$ cat src/rtl/decmc_pkg.sv
// Shared opcode encoding, command-word field offsets and saturating arithmetic
// for the multi-channel command decoder.
package decmc_pkg;

   localparam int OPC_W = 4;
   localparam int SAT_W = 32;

   // Field positions counted down from the MSB of the command word.
   localparam int PAR_OFS = 1;
   localparam int OPC_OFS = 2;
   localparam int CH_OFS  = OPC_OFS + OPC_W;

   typedef enum logic [OPC_W-1:0] {
      OP_NOP     = 4'd0,
      OP_ON      = 4'd1,
      OP_OFF     = 4'd2,
      OP_INC     = 4'd3,
      OP_DEC     = 4'd4,
      OP_SET     = 4'd5,
      OP_SEND    = 4'd6,
      OP_RECEIVE = 4'd7
   } opcode_e;

   function automatic logic [SAT_W-1:0] saturate_add(input logic [SAT_W-1:0] a,
                                                      input logic [SAT_W-1:0] b,
                                                      input int aw);
      logic [SAT_W:0] sum;
      logic [SAT_W:0] lim;
      sum = {1'b0, a} + {1'b0, b};
      lim = (SAT_W+1)'((64'd1 << aw) - 64'd1);
      return (sum > lim) ? lim[SAT_W-1:0] : sum[SAT_W-1:0];
   endfunction

   function automatic logic [SAT_W-1:0] saturate_sub(input logic [SAT_W-1:0] a,
                                                      input logic [SAT_W-1:0] b,
                                                      input int aw);
      logic [SAT_W-1:0] mask;
      mask = SAT_W'((64'd1 << aw) - 64'd1);
      return (b > a) ? '0 : ((a - b) & mask);
   endfunction

endpackage

$ cat src/rtl/dec_channel.sv
// One decoder channel: enable flag plus saturating amount register,
// updated only when the top level asserts hit for an accepted, error-free word.
module dec_channel
   import decmc_pkg::*;
#(
   parameter int AMOUNT_WIDTH = 8
) (
   input  logic                    clk,
   input  logic                    rst_n,
   input  opcode_e                 op,
   input  logic [AMOUNT_WIDTH-1:0] amt,
   input  logic                    hit,
   output logic                    en,
   output logic [AMOUNT_WIDTH-1:0] amount,
   output logic [AMOUNT_WIDTH-1:0] next_amount
);

   always_comb begin
      next_amount = amount;
      case (op)
         OP_INC:  next_amount = AMOUNT_WIDTH'(saturate_add(SAT_W'(amount), SAT_W'(amt), AMOUNT_WIDTH));
         OP_DEC:  next_amount = AMOUNT_WIDTH'(saturate_sub(SAT_W'(amount), SAT_W'(amt), AMOUNT_WIDTH));
         OP_SET:  next_amount = amt;
         default: next_amount = amount;
      endcase
   end

   always_ff @(posedge clk or negedge rst_n) begin
      if (!rst_n) begin
         en     <= 1'b0;
         amount <= '0;
      end else if (hit) begin
         amount <= next_amount;
         if (op == OP_ON)
            en <= 1'b1;
         else if (op == OP_OFF)
            en <= 1'b0;
      end
   end

endmodule

$ cat src/rtl/cmd_decoder_mc.sv
// Multi-channel command decoder: field extraction, legality checks, one-hot
// decode and a single back-pressurable result register. DEC_PARITY_EN adds an even-parity check.
module cmd_decoder_mc
   import decmc_pkg::*;
#(
   parameter int DATA_WIDTH   = 32,
   parameter int AMOUNT_WIDTH = 8,
   parameter int NUM_CH       = 4,
   parameter int CH_W         = 4
) (
   input  logic                    clk,
   input  logic                    rst_n,
   input  logic                    in_valid,
   output logic                    in_ready,
   input  logic [DATA_WIDTH-1:0]   received_data,
   output logic                    out_valid,
   input  logic                    out_ready,
   output logic                    on,
   output logic                    off,
   output logic                    increase,
   output logic                    decrease,
   output logic                    send,
   output logic                    receive,
   output logic [CH_W-1:0]         out_ch,
   output logic [AMOUNT_WIDTH-1:0] amount,
   output logic                    err,
   output logic [NUM_CH-1:0]       ch_on
);

   logic [OPC_W-1:0]        opc;
   logic [CH_W-1:0]         ch;
   logic [AMOUNT_WIDTH-1:0] amt;
   logic                    accept;
   logic                    ch_ok;
   logic                    needs_en;
   logic                    err_c;
   logic [5:0]              flags_c;
   logic                    sel_en;
   logic [AMOUNT_WIDTH-1:0] sel_amt;
   logic [AMOUNT_WIDTH-1:0] sel_next;
   logic [NUM_CH-1:0]       ch_en;
   logic [AMOUNT_WIDTH-1:0] ch_amt  [NUM_CH];
   logic [AMOUNT_WIDTH-1:0] ch_next [NUM_CH];
   logic                    unused_bits;

   assign opc = received_data[DATA_WIDTH-OPC_OFS -: OPC_W];
   assign ch  = received_data[DATA_WIDTH-CH_OFS -: CH_W];
   assign amt = received_data[AMOUNT_WIDTH-1:0];

   // Bits between the channel and amount fields carry no meaning.
   assign unused_bits = ^received_data;

   assign in_ready = !out_valid || out_ready;
   assign accept   = in_valid && in_ready;
   assign ch_on    = ch_en;

   assign ch_ok    = int'(ch) < NUM_CH;
   assign needs_en = (opc == OP_INC) || (opc == OP_DEC) || (opc == OP_SET) ||
                     (opc == OP_SEND) || (opc == OP_RECEIVE);

   always_comb begin
      sel_en   = 1'b0;
      sel_amt  = '0;
      sel_next = '0;
      for (int i = 0; i < NUM_CH; i++) begin
         if (ch == CH_W'(i)) begin
            sel_en   = ch_en[i];
            sel_amt  = ch_amt[i];
            sel_next = ch_next[i];
         end
      end
   end

   always_comb begin
      err_c = opc[OPC_W-1] || !ch_ok || (needs_en && !sel_en);
`ifdef DEC_PARITY_EN
      if (^received_data)
         err_c = 1'b1;
`endif
   end

   always_comb begin
      flags_c = '0;
      if (!err_c) begin
         case (opc)
            OP_ON:      flags_c = 6'b100000;
            OP_OFF:     flags_c = 6'b010000;
            OP_INC:     flags_c = 6'b001000;
            OP_DEC:     flags_c = 6'b000100;
            OP_SEND:    flags_c = 6'b000010;
            OP_RECEIVE: flags_c = 6'b000001;
            default:    flags_c = '0;
         endcase
      end
   end

   for (genvar g = 0; g < NUM_CH; g++) begin : g_ch
      dec_channel #(
         .AMOUNT_WIDTH (AMOUNT_WIDTH)
      ) u_ch (
         .clk         (clk),
         .rst_n       (rst_n),
         .op          (opcode_e'(opc)),
         .amt         (amt),
         .hit         (accept && !err_c && (ch == CH_W'(g))),
         .en          (ch_en[g]),
         .amount      (ch_amt[g]),
         .next_amount (ch_next[g])
      );
   end

   // Fields stay at their last value after the result is consumed; only out_valid drops.
   always_ff @(posedge clk or negedge rst_n) begin
      if (!rst_n) begin
         out_valid <= 1'b0;
         {on, off, increase, decrease, send, receive} <= '0;
         out_ch    <= '0;
         amount    <= '0;
         err       <= 1'b0;
      end else if (accept) begin
         out_valid <= 1'b1;
         {on, off, increase, decrease, send, receive} <= flags_c;
         out_ch    <= ch;
         amount    <= err_c ? sel_amt : sel_next;
         err       <= err_c;
      end else if (out_ready) begin
         out_valid <= 1'b0;
      end
   end

endmodule

$ cat config.mk
export PLATFORM = sky130hd
export DESIGN_NAME = cmd_decoder_mc
export DESIGN_NICKNAME = d
export VERILOG_FILES = /design/src/rtl/decmc_pkg.sv /design/src/rtl/dec_channel.sv /design/src/rtl/cmd_decoder_mc.sv
export SDC_FILE = /design/constraint.sdc
export NUM_CORES = 1
export LEC_CHECK = 0
export BUFFER_PORTS_ARGS = -buffer_cell sky130_fd_sc_hd__buf_4
export CAP_MARGIN = 20
export CELL_PAD_IN_SITES_DETAIL_PLACEMENT = 0
export CELL_PAD_IN_SITES_GLOBAL_PLACEMENT = 1
export CORE_MARGIN = 2
export CORE_UTILIZATION = 42
export DETAILED_ROUTE_END_ITERATION = 7
export GPL_TIMING_DRIVEN = 0
export PLACE_DENSITY_LB_ADDON = 0.1
export SLEW_MARGIN = 20
export SYNTH_ARGS = -nofsm -noshare
export SYNTH_HDL_FRONTEND = slang
export SYNTH_SLANG_ARGS = --single-unit
$ cat constraint.sdc
create_clock -name clk -period 3 [get_ports clk]
set_input_delay 0.9 -clock clk [delete_from_list [all_inputs] [get_ports clk]]
set_output_delay 0.9 -clock clk [all_outputs]
set_load 0.02 [all_outputs]
== After elaboration in Yosys (flattened, before gate mapping) ==
Cells that the tools add are included.
Word-level totals
  bits in registers: 56
  input bits: 36
  output and inout port bits: 25
  logic and storage cells: 101
Operators by class
  $add $sub $neg: 8
  magnitude comparators: 9
  equality and inequality tests: 10
  multiplexer cells: 31
  reductions and logical operators: 25
Operators by type and width (number)
  $mux W8: 17
  $pmux W8 S3: 4
  $add A8 B8 Y9: 4
  $gt A9 B8 Y1 const B: 4
  $pmux W6 S6: 1
  $gt A8 B8 Y1: 4
  $sub A8 B8 Y8: 4
  $eq A4 B2 Y1 const B: 4
  $eq A4 B3 Y1 const B: 4
  $eq A4 B1 Y1 const B: 2
  $mux W1: 8
  $reduce_and A2 Y1: 4
  $logic_and A1 B1 Y1: 7
  $logic_or A1 B1 Y1: 7
  $mux W6: 1
  $logic_not A1 Y1: 4
  $logic_not A4 Y1: 1
  $lt A4 B3 Y1 const B: 1
  $reduce_bool A2 Y1: 2

== Longest topological paths before layout ==
  depth after elaboration: 12
  gate-level depth with buffers: 12

== Hierarchy ==
A second synthesis with hierarchy kept.
Unflattened totals
  cell total of the unflattened synthesis: 897
  area, all modules: 7362.1 um2
By module, submodules not included
  dec_channel (g_ch[1].u_ch ...): times used 2, cells an instance 199, area each 1495.2 um2
  dec_channel (g_ch[3].u_ch): times used 1, cells an instance 199, area each 1508.9 um2
  dec_channel (g_ch[0].u_ch): times used 1, cells an instance 195, area each 1495.2 um2
  cmd_decoder_mc: times used 1, cells an instance 105, area each 1367.6 um2

== Least setup slack after synthesis ==
OpenSTA, ideal clock, no wires.
  kind: input -> register
  start point: input port received_data[1]
  end point: register amount[2]
  arrival time: 3.263 ns
  required time: 2.861 ns
  slack: -0.401 ns
  stages: 10
  buffers on the path: 0
  path through: inv_1 fa_1 a211o_1 o211ai_2 a21oi_2 o31ai_4 nor2_1 a2111oi_1 nor2_1 or4_1
Between the ends
  longest elaborated chain between the ends: 9
  elaborated cells on any way between the ends: 33
  classes of those cells: add/sub: 8; order compare: 8; mux: 17
Ends and longest elaborated chain
  start: declaration: RTL line cmd_decoder_mc.sv:15  | input logic [DATA_WIDTH-1:0] received_data,
  $add A8 B8 Y9: RTL line decmc_pkg.sv:29  | sum = {1'b0, a} + {1'b0, b};
  $gt A9 B8 Y1: RTL line decmc_pkg.sv:31  | return (sum > lim) ? lim[SAT_W-1:0] : sum[SAT_W-1:0];
  $mux W8: RTL line decmc_pkg.sv:31
  $pmux W8 S3: RTL line dec_channel.sv:20  | case (op)
  $mux W8 (3 in series): RTL line cmd_decoder_mc.sv:66  | if (ch == CH_W'(i)) begin
  $mux W8 *: RTL line cmd_decoder_mc.sv:66
  $mux W8 *: RTL line cmd_decoder_mc.sv:124  | amount <= err_c ? sel_amt : sel_next;
  end signal: assignment: RTL line cmd_decoder_mc.sv:124
  end: declaration: RTL line cmd_decoder_mc.sv:25  | output logic [AMOUNT_WIDTH-1:0] amount,
Every way passes the cells marked *; elsewhere a longest branch is shown, timed or not.
A chain may end at the register's enable or synchronous reset.

== Final worst setup path ==
  start point: input port received_data[0]
  end point: register amount[1]
Same word-level chain as after synthesis.

==> flow_metrics.tcl <==
set metrics [dict create \
    status "complete, but fails checks" \
    violations "setup timing" \
    drive_above_1_share_pct 30.49 \
    layout.cells.non_filler 1053 \
    cp-endpoint "amount[1]$_DFFE_PN0P_" \
    setup_ws_ps -160.7 \
    drt-total-wl_um 25220 \
    clockBufferDepth 2 \
    crit_start "received_data[0]" \
    reg2regPathDepth 12 \
    dp_slack_ps -1176 \
    syn_inst 768 \
    antenna_found_initial 0 \
    path_max_fanout 8 \
    peakVddDrop_mv 0.2314 \
    timing.rr.end "amount[2]$_DFFE_PN0P_" \
    finalMaxSlewViolations 0 \
    htreeDepth 2 \
    critical_path_required_ps 3190 \
    cp-start-kind "input port" \
    post-route-util_pct 57.26 \
    syn_to_final_growth_pct 32.43 \
    cellPowerDensity_mw_per_mm2 293.8 \
    cts_tree "yes" \
    dr.first_iter.drc_count 482 \
    port_buffers 41 \
    ant_nets 0 \
    first_pass_iters 7 \
    ios 61 \
    drc 0 \
    synth_fp_nets 876 \
    synth_area_mm2 0.006307 \
    rsz0062_at_grt "yes" \
    globalplace.congestion 0.9335 \
    root_buffer "clkbuf_16" \
    grt_overflow_total 0 \
    synth_seq_cells 56 \
    ys_seq_area_share_pct 22.22 \
    path_class "input port to flip-flop" \
    hold_violations 0 \
    ys_warn_count 0 \
    cts_buffers 5 \
    clock_latency_ps 300 \
    max_freq_mhz 316.4 \
    fin_nets 977 \
    syn_avg_cell_area_um2 8.213 \
    hold_ws_ps 480.9 \
    grt_pass1_vias 6309 \
    wl_per_cell_um 23.95 \
    clk_pin_slew_ps 80 \
    finalSetupViolations 9 \
    min_period_over_period_pct 105.4 \
    mostFrequentLayoutCells "nand2_1 (88), buf_4 (88), dfrtp_1 (56)" \
    die_h_um 126.5 \
    hold_buffers 0 \
    core_area_mm2 0.01459 \
    route.vias.total 6558 \
    grt_max_degree 57 \
    cts.sinks 56 \
    avgViaCountPerCell 6.228 \
    worstMarginPinSlew_ps 922.4 \
    finalClockSkew_ps 8.010 \
    synth-edff-count 0 \
    initial_core_util_pct 43.23 \
    grt_usage_pct 30.74 \
    cp-end-kind "flip-flop" \
    antennaDiodeCount 0 \
    grt_pass1_wl_um 37670 \
    dp_hpwl_um 18390 \
    p_leak_nw 3.586 \
    row_count 44 \
    dp_cells 993 \
    slew_headroom_pct 38.28 \
    die_w_um 126.5 \
    reg2reg_setup_slack_ps -30 \
    worstReg2RegStart "g_ch[3].u_ch.amount[0]$_DFFE_PN0P_" \
    period_needed_ps 3161 \
    synth.distinct_cells 87 \
    die_area_mm2 0.01601 \
    drv_cap 0 \
    synthArstFlopShare_pct 100.0 \
    hold_path_class "flip-flop to flip-flop" \
    cp.arrival_ps 3350 \
    ys.flop_type "dfrtp_1" \
]
[synth_stat cells (all sizes together) (5+ instances only)]
master	count	area, µm²
and3	6	37.54
xor2	8	70.07
buf	23	151.4
or3	7	43.79
dfrtp	56	1401
inv	45	168.9
mux4	7	157.7
o21bai	7	52.55
nand3	17	85.08
a21o	14	105.1
o22a	6	52.55
o211ai	12	95.09
a221oi	9	91.34
clkbuf	19	71.32
a31oi	7	43.79
nor3b	5	37.54
o21a	15	112.6
and2	9	56.30
o31ai	10	102.6
fa	8	160.2
a21oi	51	270.3
o21ai	56	284.0
nor3	24	130.1
a211oi	7	52.55
nor2b	15	93.84
nor4	5	31.28
xnor2	22	192.7
o2111ai	8	70.07
ha	64	800.8
nand2	91	341.6
mux2i	5	50.05
nor2	56	210.2
nand2b	11	68.82
[timing repair]
action | CTS | global route
buffers inserted | 31 | 29
resized for setup | 108 | 73
setup endpoints to repair | 40 | 24
pin swaps | 51 | 47
gates cloned | 0 | 1
[layer usage]
metal	vias up	GRT usage, %	wire length, µm
li1	3006	-	-
met1	3212	41.70	10750
met2	277	49.95	11590
met3	63	4.639	1776
met4	0	10.92	1100
met5	-	0	0
[layout make-up]
cell class / instances / area, µm²
tap: 184 / 230.2
timing repair buffer: 101 / 903.4
clock buffer: 5 / 125.1
inverter: 45 / 187.7
sequential: 56 / 1401
buffer: 35 / 232.7
multi-input combinational: 625 / 5213
fill: 1334 / 6236
clock inverter: 2 / 60.06
[cells by family (layout without fill, tap and decap cells)]
logic type	after synthesis	after routing	share of synthesized area (%)
simple gates	259	259	19.88
compound gates	252	252	29.00
fa+ha+maj	72	72	15.24
flops	56	56	22.22
buf+inv	87	188	6.209
mux	12	12	3.293
xor+xnor	30	30	4.166
[registers in the layout, summed over array words and instances, names as in the netlist]
register / cells
amount: 8
decrease: 1
err: 1
g_ch.u_ch.amount: 32
g_ch.u_ch.en: 4
increase: 1
off: 1
on: 1
out_ch: 4
out_valid: 1
receive: 1
send: 1
[critical path, cell delays in order]
cell       delay, ps
buf_12           130
ha_2             210
inv_1             50
fa_2             380
a211oi_4         240
o21ai_2           90
nor2b_4          140
o31ai_4          270
o211ai_1         230
a2bb2oi_2        240
a211oi_2          80
a2111o_1         380
[how the worst min path moves through the flow]
stage	start	endpoint	slack (ps)	cells past startpoint
6_report	off$_DFFE_PN0P_	off$_DFFE_PN0P_	480	2
4_1_cts	off$_DFFE_PN0P_	off$_DFFE_PN0P_	490	2
5_1_grt	out_ch[2]$_DFFE_PN0P_	out_ch[2]$_DFFE_PN0P_	520	2
2_1_floorplan	g_ch[3].u_ch.en$_DFFE_PN0P_	g_ch[3].u_ch.en$_DFFE_PN0P_	510	2
3_3_place_gp	out_ch[2]$_DFFE_PN0P_	out_ch[2]$_DFFE_PN0P_	460	2
3_5_place_dp	off$_DFFE_PN0P_	off$_DFFE_PN0P_	470	2
[stage by stage]
| stage | instance area, µm² | setup TNS [ps] | power [W] |
|---|---|---|---|
| floorplan | 6347 | -1148 | 0.001275 |
| global placement | 6885 | -27060 | 0.001499 |
| detailed placement | 6885 | -28820 | 0.001513 |
| CTS | 7800 | -1497 | 0.002360 |
| global route | 8353 | -1908 | 0.002545 |
| finish | 8353 | -920.8 | 0.002454 |
[report_power, final]
group	switching [W]	total [W]	leakage (nW)	internal [W]
sequential	0.0000430	0.000829	0.726	0.000786
clock	0.000286	0.000761	0.0899	0.000475
combinational	0.000494	0.000864	2.77	0.000370
total	0.000823	0.00245	3.59	0.00163
Note: power is estimated with default switching activity, not from simulation.
